[config.mk]
export PLATFORM = sky130hd
export DESIGN_NAME = fetch_line_buffer
export DESIGN_NICKNAME = d
export VERILOG_FILES = /design/src/rtl/fetch_line_buffer.sv
export SDC_FILE = /design/constraint.sdc
export NUM_CORES = 1
export LEC_CHECK = 0
export BUFFER_PORTS_ARGS = -buffer_cell sky130_fd_sc_hd__buf_2
export CORE_ASPECT_RATIO = 1.25
export CORE_MARGIN = 5
export CORE_UTILIZATION = 40
export DETAILED_ROUTE_END_ITERATION = 7
export PLACE_DENSITY = 0.64
export SLEW_MARGIN = 5
export SYNTH_ARGS = -nofsm -noshare
export SYNTH_HDL_FRONTEND = slang
export SYNTH_SLANG_ARGS = --single-unit
[constraint.sdc]
create_clock -name clk -period 10.9 [get_ports clk]
set_input_delay 2.725 -clock clk [delete_from_list [all_inputs] [get_ports clk]]
set_output_delay 2.725 -clock clk [all_outputs]
set_load 0.02 [all_outputs]
[src/rtl/fetch_line_buffer.sv]
`timescale 1ns/1ps
`default_nettype none
// ============================================================================
//  Module      : fetch_line_buffer
//  Description : Buffers fetched I-cache lines (pc, line, fault) in a small
//                circular store and hands them to decode one 32-bit
//                instruction per cycle over a valid/ready handshake.
//  Revision    : 1.0 - initial release
// ============================================================================
module fetch_line_buffer #(
  parameter int LINE_WORDS = 4,
  parameter int DEPTH      = 2,
  parameter int ADDR_WIDTH = 32
) (
  input  logic                     clk,
  input  logic                     rst,
  input  logic                     in_valid,
  input  logic                     in_fault,
  input  logic [ADDR_WIDTH-1:0]    in_pc,
  input  logic [32*LINE_WORDS-1:0] in_line,
  output logic                     stall,
  input  logic                     flush,
  output logic                     out_valid,
  input  logic                     out_ready,
  output logic [ADDR_WIDTH-1:0]    out_pc,
  output logic [31:0]              out_insn,
  output logic                     out_fault
);

  localparam int c_woff_w = $clog2(LINE_WORDS);
  localparam int c_ptr_w  = $clog2(DEPTH);
  localparam int c_cnt_w  = $clog2(DEPTH + 1);
  localparam logic [c_cnt_w-1:0]  c_depth     = c_cnt_w'(DEPTH);
  localparam logic [c_woff_w-1:0] c_last_woff = c_woff_w'(LINE_WORDS - 1);

  // Entry storage; pc bits [1:0] are never used so they are not kept.
  logic [ADDR_WIDTH-1:2]    r_pc    [DEPTH];
  logic [32*LINE_WORDS-1:0] r_line  [DEPTH];
  logic [DEPTH-1:0]         r_fault;

  logic [c_ptr_w-1:0]  r_wptr;
  logic [c_ptr_w-1:0]  r_rptr;
  logic [c_cnt_w-1:0]  r_count;
  logic [c_woff_w-1:0] r_woff;

  logic                     w_push;
  logic                     w_pop;
  logic                     w_retire;
  logic [c_ptr_w-1:0]       w_next_rptr;
  logic [ADDR_WIDTH-1:2]    w_head_pc;
  logic [32*LINE_WORDS-1:0] w_head_line;
  logic                     w_head_fault;
  logic [31:0]              w_word;
  logic [c_woff_w-1:0]      w_in_woff;
  logic [1:0]               w_unused_pc_lsbs;

  assign w_unused_pc_lsbs = in_pc[1:0];

  assign stall     = (r_count == c_depth);
  assign out_valid = (r_count != '0);

  // A flush swallows any push or pop presented in the same cycle.
  assign w_push   = in_valid && !stall && !flush;
  assign w_pop    = out_valid && out_ready && !flush;
  // Fault entries carry no usable data, so they retire after a single item.
  assign w_retire = w_pop && (w_head_fault || (r_woff == c_last_woff));

  assign w_next_rptr  = r_rptr + c_ptr_w'(1);
  assign w_head_pc    = r_pc[r_rptr];
  assign w_head_line  = r_line[r_rptr];
  assign w_head_fault = r_fault[r_rptr];
  assign w_word       = w_head_line[{r_woff, 5'b00000} +: 32];
  assign w_in_woff    = in_pc[c_woff_w+1:2];

  // Outputs are forced to zero while empty so stale storage never leaks out.
  assign out_fault = out_valid && w_head_fault;
  assign out_insn  = (out_valid && !w_head_fault) ? w_word : 32'h0;
  assign out_pc    = out_valid ? {w_head_pc[ADDR_WIDTH-1:c_woff_w+2], r_woff, 2'b00}
                               : '0;

  // Capture the presented line into the slot at the write pointer.
  always_ff @(posedge clk) begin
    if (w_push) begin
      r_pc[r_wptr]    <= in_pc[ADDR_WIDTH-1:2];
      r_line[r_wptr]  <= in_line;
      r_fault[r_wptr] <= in_fault;
    end
  end

  // Pointer, occupancy and word-offset bookkeeping.
  always_ff @(posedge clk or posedge rst) begin
    if (rst) begin
      r_wptr  <= '0;
      r_rptr  <= '0;
      r_count <= '0;
      r_woff  <= '0;
    end else if (flush) begin
      r_wptr  <= '0;
      r_rptr  <= '0;
      r_count <= '0;
      r_woff  <= '0;
    end else begin
      if (w_push) begin
        r_wptr <= r_wptr + c_ptr_w'(1);
      end
      if (w_retire) begin
        r_rptr <= w_next_rptr;
      end
      case ({w_push, w_retire})
        2'b10:   r_count <= r_count + c_cnt_w'(1);
        2'b01:   r_count <= r_count - c_cnt_w'(1);
        default: r_count <= r_count;
      endcase
      // The word offset reloads whenever a new line becomes the head.
      if (w_retire) begin
        if (r_count > c_cnt_w'(1)) begin
          r_woff <= r_pc[w_next_rptr][c_woff_w+1:2];
        end else if (w_push) begin
          r_woff <= w_in_woff;
        end else begin
          r_woff <= '0;
        end
      end else if (w_pop) begin
        r_woff <= r_woff + c_woff_w'(1);
      end else if (w_push && !out_valid) begin
        r_woff <= w_in_woff;
      end
    end
  end

endmodule
`default_nettype wire

==> impl_metrics.toml, run 1 <==
[yosys]
synth_top_area_share_pct = 76.0
synth_compound_area_share_pct = 0.687
synth_most_common_cell = "edfxtp_1"
yosys.area_share.adder_pct = 0.398
synth_top_family_by_area = "multiplexers"
synthMuxAreaShare_pct = 16.7
synthCells = 598
synth-async-reset-ratio_pct = 1.85
yosys.area.top_type = "edfxtp_1"
synthTopCellsByCount = "edfxtp_1, nor2_1, mux2i_1, mux4_2, buf_2"
avgSynthCellArea_um2 = 21.0
synth-seq-area-share_pct = 77.2
yosysWarnings = 0
synth-edff-count = 318
yosysUniqueCellTypes = 33
synth_area_um2 = 12600
synth_ff_type = "edfxtp_1"
synth_xor_area_share_pct = 0.279
synthSimpleGateAreaFrac_pct = 2.96
ys_ff_latch = 324
ys_top_cells_by_area = "edfxtp_1, mux4_2, mux2i_1, nor2_1, dfrtp_1"

[floorplan]
start_util_pct = 40.6
die_x_um = 169
die-area_um2 = 35100
core-area_um2 = 31000
die_y_um = 208
rows = 72
boundaryPins = 233

[global_routing]
grt_overflow = 0
grt_pass1_wl_um = 39300
grt_pass1_vias = 6886
grt_max_degree = 76
grt_usage_pct = 14.5
antenna_found_initial = 6

[clocking]
htreeDepth = 2
hold_buffers = 0
post_cts_buffers = 0
clock_path_buffers = 3
numCtsBuffers = 34
insertion_delay_ps = 520
cts.sinks = 324
cts_tree = "done"
clk_pin_slew_ps = 60
clk_root_buffer_cell = "clkbuf_16"
ctsResizeCount = 0

[detailed_routing]
first_iter_violations = 377
via_per_inst = 4.96
wl_per_cell_um = 20.0
drc = 0
firstDrtPassIters = 4
num_vias = 6325
wl_um = 25500
ant_nets = 0

[setup_path]
cp_num_buf_inv = 2
cp.arrival_ps = 3220
critPathTopFamily = "buffers and inverters"
cp-end-kind = "output pin"
path_cells = "buf_4, mux4_2, mux2i_1, nor2_1, buf_2"
path_max_fanout = 35
cp.required_ps = 8180
max_stage_delay_ps = 870
cp-start-kind = "register"
cp_slowest_cell = "dfrtp_4"
path_class = "register to output pin"

[place]
port_buffers = 228
placed_area_um2 = 14100
dp_hpwl_um = 16200
gp_congestion = 0.736
pre_cts_ws_ps = 5160

[timing]
setup_viol = 0
whs_ps = 621
clock_skew_ps = 16.9
min_period_ps = 5940
max-slew-margin-rel_pct = 30.3
fin_crit_sh_pct = 54.5
tns_ps = 0
worst_pin_slew_ps = 1040
rsz0062_at_grt = "false"
finalWorstSetupSlack_ps = 4960
maxSlewViolCount = 0
finalHoldViolations = 0
max_freq_ghz = 0.168

[layout]
final_nets = 1009
drive_gt1_share_pct = 41.3
stdcell_area_um2 = 15200
syn2layout_area_growth_pct = 20.8

[hold_path]
hp-class = "register to register"

[flow_run]
cap_viol_max_count = 0

[power]
powerDensity_nw_per_um2 = 208
leakagePower_nw = 5.34
peakVddDrop_mv = 0.149

[run_status]
outcome = "complete, no violations"
routing by layer:
metal / wire length (µm) / up-vias / part of all wire, % / track usage [%]
met4: 578 / 4 / 2.3 / 5.10
met3: 1440 / 43 / 5.7 / 3.57
met5: 27 / - / 0.11 / 0
li1: - / 2897 / - / -
met2: 13800 / 172 / 54 / 25.7
met1: 9680 / 3209 / 38 / 17.1
final timing paths:
path                                   startpoint                       to  slack [ps]  cells after the start
max in group asynchronous                     rst    r_woff[0]$_DFFE_PP0P_        8560                      2
min reg2reg                    r_wptr$_DFFE_PP0P_       r_wptr$_DFFE_PP0P_         620                      2
max                            r_rptr$_DFFE_PP0P_             out_insn[12]        4960                      5
min in group asynchronous                     rst       r_rptr$_DFFE_PP0P_        2120                      2
min                            r_wptr$_DFFE_PP0P_       r_wptr$_DFFE_PP0P_         620                      2
max reg2reg                r_count[0]$_DFFE_PP0P_  r_line[0][34]$_DFFE_PP_        7460                      5
worst min-delay path, delay by kind of cell, from the launching register on:
family | cells | cell delay, ps
DFF | 1 | 420
and+or+nand+nor | 1 | 70
xor gates and xnor gates | 1 | 90
cells by family (layout without fill, tap and decap cells):
family,after synthesis,after routing
buffers and inverters,37,300
multiplexers,129,129
AND/OR/NAND/NOR,88,88
XOR/XNOR,4,4
other,1,7
AO/OA/AOI/OAI,11,11
adder cells (fa/ha/maj),4,4
flip-flops,324,324
registers in the layout (all words and copies together) (netlist names):
register	cells
r_line	256
r_pc	60
r_count	2
r_fault	2
r_woff	2
r_rptr	1
r_wptr	1
report_power, final:
group	internal (W)	switching (W)	total, W
Clock	0.000663	0.000446	0.00111
Combinational	0.000228	0.000323	0.000550
Sequential	0.00146	0.0000293	0.00149
cell type report:
type / instances / area [µm²]
diodes: 5 / 12.5
repair buffers: 237 / 1210
clock buffers: 46 / 960
well taps: 407 / 509
fillers: 2604 / 15800
inverters: 4 / 15.0
multi-input cells: 238 / 2660
flip-flops and latches: 324 / 9710
clock inverters: 13 / 111
placed cells by master (no fill, tap or decap), types with 2 or more instances in the layout:
| master | count |
|---|---|
| clkbuf_1 | 9 |
| dfrtp_4 | 2 |
| edfxtp_1 | 318 |
| mux2i_1 | 64 |
| xnor2_1 | 3 |
| and3_1 | 2 |
| ha_1 | 4 |
| buf_2 | 228 |
| nand2b_1 | 2 |
| conb_1 | 2 |
| clkinv_1 | 5 |
| diode_2 | 5 |
| buf_4 | 9 |
| nor3b_1 | 2 |
| bufinv_16 | 2 |
| inv_1 | 4 |
| clkinv_2 | 5 |
| dfrtp_1 | 3 |
| nor2b_1 | 4 |
| o21ai_0 | 3 |
| nor2_1 | 70 |
| a211oi_1 | 2 |
| nand2_1 | 3 |
| mux4_2 | 64 |
| clkbuf_16 | 37 |
metrics by stage:
stage                     cells  utilization [%]  total power, W
final                      1274             49.0         0.00315
after global routing       1273             49.0         0.00330
after CTS                  1269             49.0         0.00321
after detailed placement   1210             45.5         0.00209
after global placement     1210             45.5         0.00208
after floorplan             599                -         0.00192
(Power assumes the default switching activity.)
==> inputs of run 2 (changes only) <==
--- a/config.mk
+++ b/config.mk
@@ -10,7 +10,7 @@
 export CORE_MARGIN = 5
 export CORE_UTILIZATION = 40
 export DETAILED_ROUTE_END_ITERATION = 7
-export PLACE_DENSITY = 0.64
+export PLACE_DENSITY = 0.66
 export SLEW_MARGIN = 5
 export SYNTH_ARGS = -nofsm -noshare
 export SYNTH_HDL_FRONTEND = slang
==> constraint.sdc (replaced) <==
create_clock -name clk -period 4.9 [get_ports clk]
set_input_delay 1.225 -clock clk [delete_from_list [all_inputs] [get_ports clk]]
set_output_delay 1.225 -clock clk [all_outputs]
set_load 0.02 [all_outputs]
==> impl_metrics.toml, run 2 (same netlist as run 1, synthesis figures left out) <==
[run_status]
outcome = "complete, no violations"

[setup_path]
cp.arrival_ps = 2930
ff2ff_path_depth = 5
cp.required_ps = 3670
cp-start-kind = "register"
cp-end-kind = "output pin"
r2r_slack_ps = 2180
r2r_end = "r_fault[0]$_DFFE_PP_"
path_max_fanout = 32
crit-reg2reg-launch = "r_count[0]$_DFFE_PP0P_"
path_class = "register to output pin"

[layout]
drive_gt1_share_pct = 41.8
final_nets = 1013
reg_top3 = "r_line: 256 flops, r_pc: 60 flops"
syn2layout_area_growth_pct = 22.1
final_common_cell = "edfxtp_1"
largest_reg_flops = 256
fill_cells = 2609
final_cell_mix = "edfxtp_1, buf_2, nor2_1, mux2i_1, mux4_2"
top_register = "r_line"

[global_routing]
grt_usage_pct = 14.3
grt_pass1_vias = 6873
grt_max_degree = 90
antenna_found_initial = 2
grt_pass1_wl_um = 39100
grt_overflow = 0

[hold_path]
hp-class = "input pin to asynchronous set/reset pin"

[detailed_routing]
drc = 0
wl_per_cell_um = 19.8
firstDrtPassIters = 4
via_per_inst = 4.92
num_vias = 6282
ant_nets = 0
wl_um = 25400
first_iter_violations = 339

[timing]
clock_skew_ps = 13.6
tns_ps = 0
rsz0062_at_grt = "false"
whs_ps = 630
worst_pin_slew_ps = 1050
finalHoldViolations = 0
max-slew-margin-rel_pct = 30.0
setup_viol = 0
max_freq_ghz = 0.240
min_period_ps = 4160
maxSlewViolCount = 0
fin_crit_sh_pct = 84.9

[floorplan]
die-area_um2 = 35100
boundaryPins = 233
die_y_um = 208
die_x_um = 169
start_util_pct = 40.6
rows = 72
core-area_um2 = 31000

[power]
peakVddDrop_mv = 0.306
leakagePower_nw = 5.41
powerDensity_nw_per_um2 = 467

[flow_run]
cap_viol_max_count = 0

[clocking]
cts_tree = "done"
cts.sinks = 324
numCtsBuffers = 34
ctsResizeCount = 0
clock_path_buffers = 3
insertion_delay_ps = 520
clk_pin_slew_ps = 60
clk_root_buffer_cell = "clkbuf_16"
post_cts_buffers = 0
htreeDepth = 2
hold_buffers = 0

[place]
gp_congestion = 0.746
port_buffers = 228
dp_hpwl_um = 16300
==> run 2: worst max path at each step <==
stage	endpoint	depth (start not counted)	slack, ps	from
after floorplan	r_fault[0]$_DFFE_PP_	3	320	flush
after global placement	out_insn[16]	4	1080	r_rptr$_DFFE_PP0P_
after detailed placement	out_insn[16]	4	1100	r_rptr$_DFFE_PP0P_
after CTS	out_insn[16]	4	540	r_rptr$_DFFE_PP0P_
after global routing	out_insn[1]	4	440	r_rptr$_DFFE_PP0P_
final	out_insn[14]	4	740	r_rptr$_DFFE_PP0P_
==> run 2: through the flow <==
stage	cells	setup WS (ps)	instance area [µm²]	util, %	total power (W)
6_report	1278	742	15300	49.5	0.00716
3_5_place_dp	1214	1100	14200	45.8	0.00464
4_1_cts	1275	544	15300	49.5	0.00728
3_3_place_gp	1214	1080	14200	45.8	0.00462
2_1_floorplan	599	325	12600	-	0.00424
5_1_grt	1277	440	15300	49.5	0.00750
==> run 2: layer usage <==
layer | share of wire (%) | vias up | track usage (%)
li1 | - | 2904 | -
met1 | 38 | 3163 | 17.4
met2 | 54 | 177 | 25.3
met3 | 5.2 | 38 | 3.36
met4 | 2.1 | 0 | 4.54
met5 | 0 | - | 0
==> run 2: where the power goes <==
part           switching [W]  internal, W  total [W]
clock                0.00101      0.00160    0.00261
combinational       0.000638     0.000520    0.00116
sequential          0.000145      0.00325    0.00339
total                0.00179      0.00537    0.00716
==> run 2: critical path, cell delays in order (launching register included) <==
cell and delay (ps):
dfrtp_4 760, mux2i_1 460, nand2_2 640, nor2_1 340, buf_2 200
==> run 2: layout make-up <==
| type | count | area, µm² | share of cell area (%) |
|---|---|---|---|
| repair buffers | 241 | 1300 | 8.48 |
| clock inverters | 20 | 265 | 1.73 |
| diodes | 3 | 7.51 | 0.0489 |
| inverters | 4 | 15.0 | 0.0979 |
| clock buffers | 41 | 877 | 5.72 |
| well taps | 407 | 509 | 3.32 |
| multi-input cells | 238 | 2660 | 17.3 |
| flip-flops and latches | 324 | 9710 | 63.3 |
==> inputs of run 3 (changes only) <==
==> constraint.sdc (replaced) <==
create_clock -name clk -period 3.7 [get_ports clk]
set_input_delay 0.925 -clock clk [delete_from_list [all_inputs] [get_ports clk]]
set_output_delay 0.925 -clock clk [all_outputs]
set_load 0.02 [all_outputs]
==> impl_metrics.toml, run 3 (same netlist as run 1, synthesis figures left out) <==
[run_status]
outcome = "complete, no violations"

[detailed_routing]
wl_um = 25600
drc = 0
first_iter_violations = 352
wl_per_cell_um = 20.1
via_per_inst = 4.95
num_vias = 6296
firstDrtPassIters = 4
ant_nets = 0

[layout]
final_cell_mix = "edfxtp_1, buf_2, nor2_1, mux2i_1, mux4_2"
reg_top3 = "r_line: 256 flops, r_pc: 60 flops"
final_common_cell = "edfxtp_1"
final_nets = 1010
drive_gt1_share_pct = 42.0
instances_no_fill = 1272
syn2layout_area_growth_pct = 22.2
largest_reg_flops = 256
stdcell_area_um2 = 15400
top_register = "r_line"

[global_routing]
antenna_found_initial = 4
grt_max_degree = 109
grt_pass1_vias = 6935
grt_usage_pct = 14.4
grt_overflow = 0
grt_pass1_wl_um = 39100

[power]
peakVddDrop_mv = 0.405
power_frac_seq_pct = 47.1
powerDensity_nw_per_um2 = 618
sw_frac_of_total_pct = 25.0
pwr-share-clk_pct = 36.4
p_sw_w = 0.00237
intPower_w = 0.00713
pwr-share-comb_pct = 16.5
leakagePower_nw = 5.41
p_total_w = 0.00950

[place]
pre_cts_ws_ps = 667
gp_congestion = 0.744
dp_hpwl_um = 16200
dp_cells = 1211
port_buffers = 228
placed_area_um2 = 14200

[setup_path]
cp.arrival_ps = 2530
path_max_fanout = 68
cp-start-kind = "register"
path_class = "register to output pin"
r2r_slack_ps = 1390
crit-reg2reg-launch = "r_count[0]$_DFFE_PP0P_"
r2r_end = "r_line[1][72]$_DFFE_PP_"
ff2ff_path_depth = 5
cp.required_ps = 2770
setup.worst_path.start = "r_woff[0]$_DFFE_PP0P_"
cp-end-kind = "output pin"

[clocking]
insertion_delay_ps = 510
clk_pin_slew_ps = 60
htreeDepth = 2
post_cts_buffers = 0
numCtsBuffers = 34
clk_root_buffer_cell = "clkbuf_16"
cts_tree = "done"
cts.sinks = 324
clock_path_buffers = 3

[floorplan]
start_util_pct = 40.6
core-area_um2 = 31000
die-area_um2 = 35100
die_y_um = 208
rows = 72
die_x_um = 169
boundaryPins = 233

[timing]
min_period_ps = 3460
clock_skew_ps = 12.9
rsz0062_at_grt = "false"
worst_pin_slew_ps = 1070
setup_viol = 0
tns_ps = 0
max_freq_ghz = 0.289
fin_crit_sh_pct = 93.5
maxSlewViolCount = 0
finalWorstSetupSlack_ps = 240
max-slew-margin-rel_pct = 29.0
finalHoldViolations = 0

[flow_run]
cap_viol_max_count = 0

[hold_path]
hp-class = "input pin to asynchronous set/reset pin"
==> run 3: worst max-delay path by stage <==
stage / endpoint / slack (ps) / depth (start not counted)
final: out_insn[18] / 240 / 4
after global routing: out_insn[7] / 80 / 4
after CTS: out_insn[7] / 110 / 5
after detailed placement: out_insn[7] / 670 / 5
after global placement: out_insn[8] / 710 / 5
after floorplan: r_fault[0]$_DFFE_PP_ / -410 / 3
==> run 3: repair_timing <==
item                                    4_1_cts  5_1_grt
hold buffers                                  0        0
endpoints found under the setup margin        0        1
resized for setup                             0        1
==> run 3: power by group through the flow <==
stage                     clock network [W]  registers, W  logic, W
final                               0.00346       0.00447   0.00157
after global routing                0.00371       0.00450   0.00171
after CTS                           0.00355       0.00448   0.00161
after detailed placement                  0       0.00456   0.00160
after global placement                    0       0.00455   0.00159
after floorplan                           0       0.00443   0.00119
==> run 3: per-layer routing <==
metal	track usage (%)	vias to the layer above	wire length (µm)
met5	0	-	27
met4	5.29	4	602
met3	3.27	42	1360
met2	25.8	183	13800
met1	16.9	3177	9810
li1	-	2890	-
==> run 3: through the flow <==
stage | hold slack (ps) | util (%)
final | 342 | 49.6
after global routing | 352 | 49.6
after CTS | 336 | 49.5
after detailed placement | 622 | 45.8
after global placement | 608 | 45.8
after floorplan | 576 | -
==> run 3: worst max-delay path, stage by stage, from the launching register on <==
cell	delay, ps
dfrtp_4	1120
mux4_2	450
mux2i_1	160
nor2_1	70
buf_2	180
==> run 3: area by class of cell <==
| cell class | count | area (µm²) |
|---|---|---|
| fill | 2578 | 15600 |
| sequential | 324 | 9710 |
| clock buffer | 43 | 968 |
| multi-input combinational | 238 | 2670 |
| antenna | 3 | 7.51 |
| inverter | 4 | 15.0 |
| clock inverter | 15 | 173 |
| timing repair buffer | 238 | 1310 |
| tap | 407 | 509 |
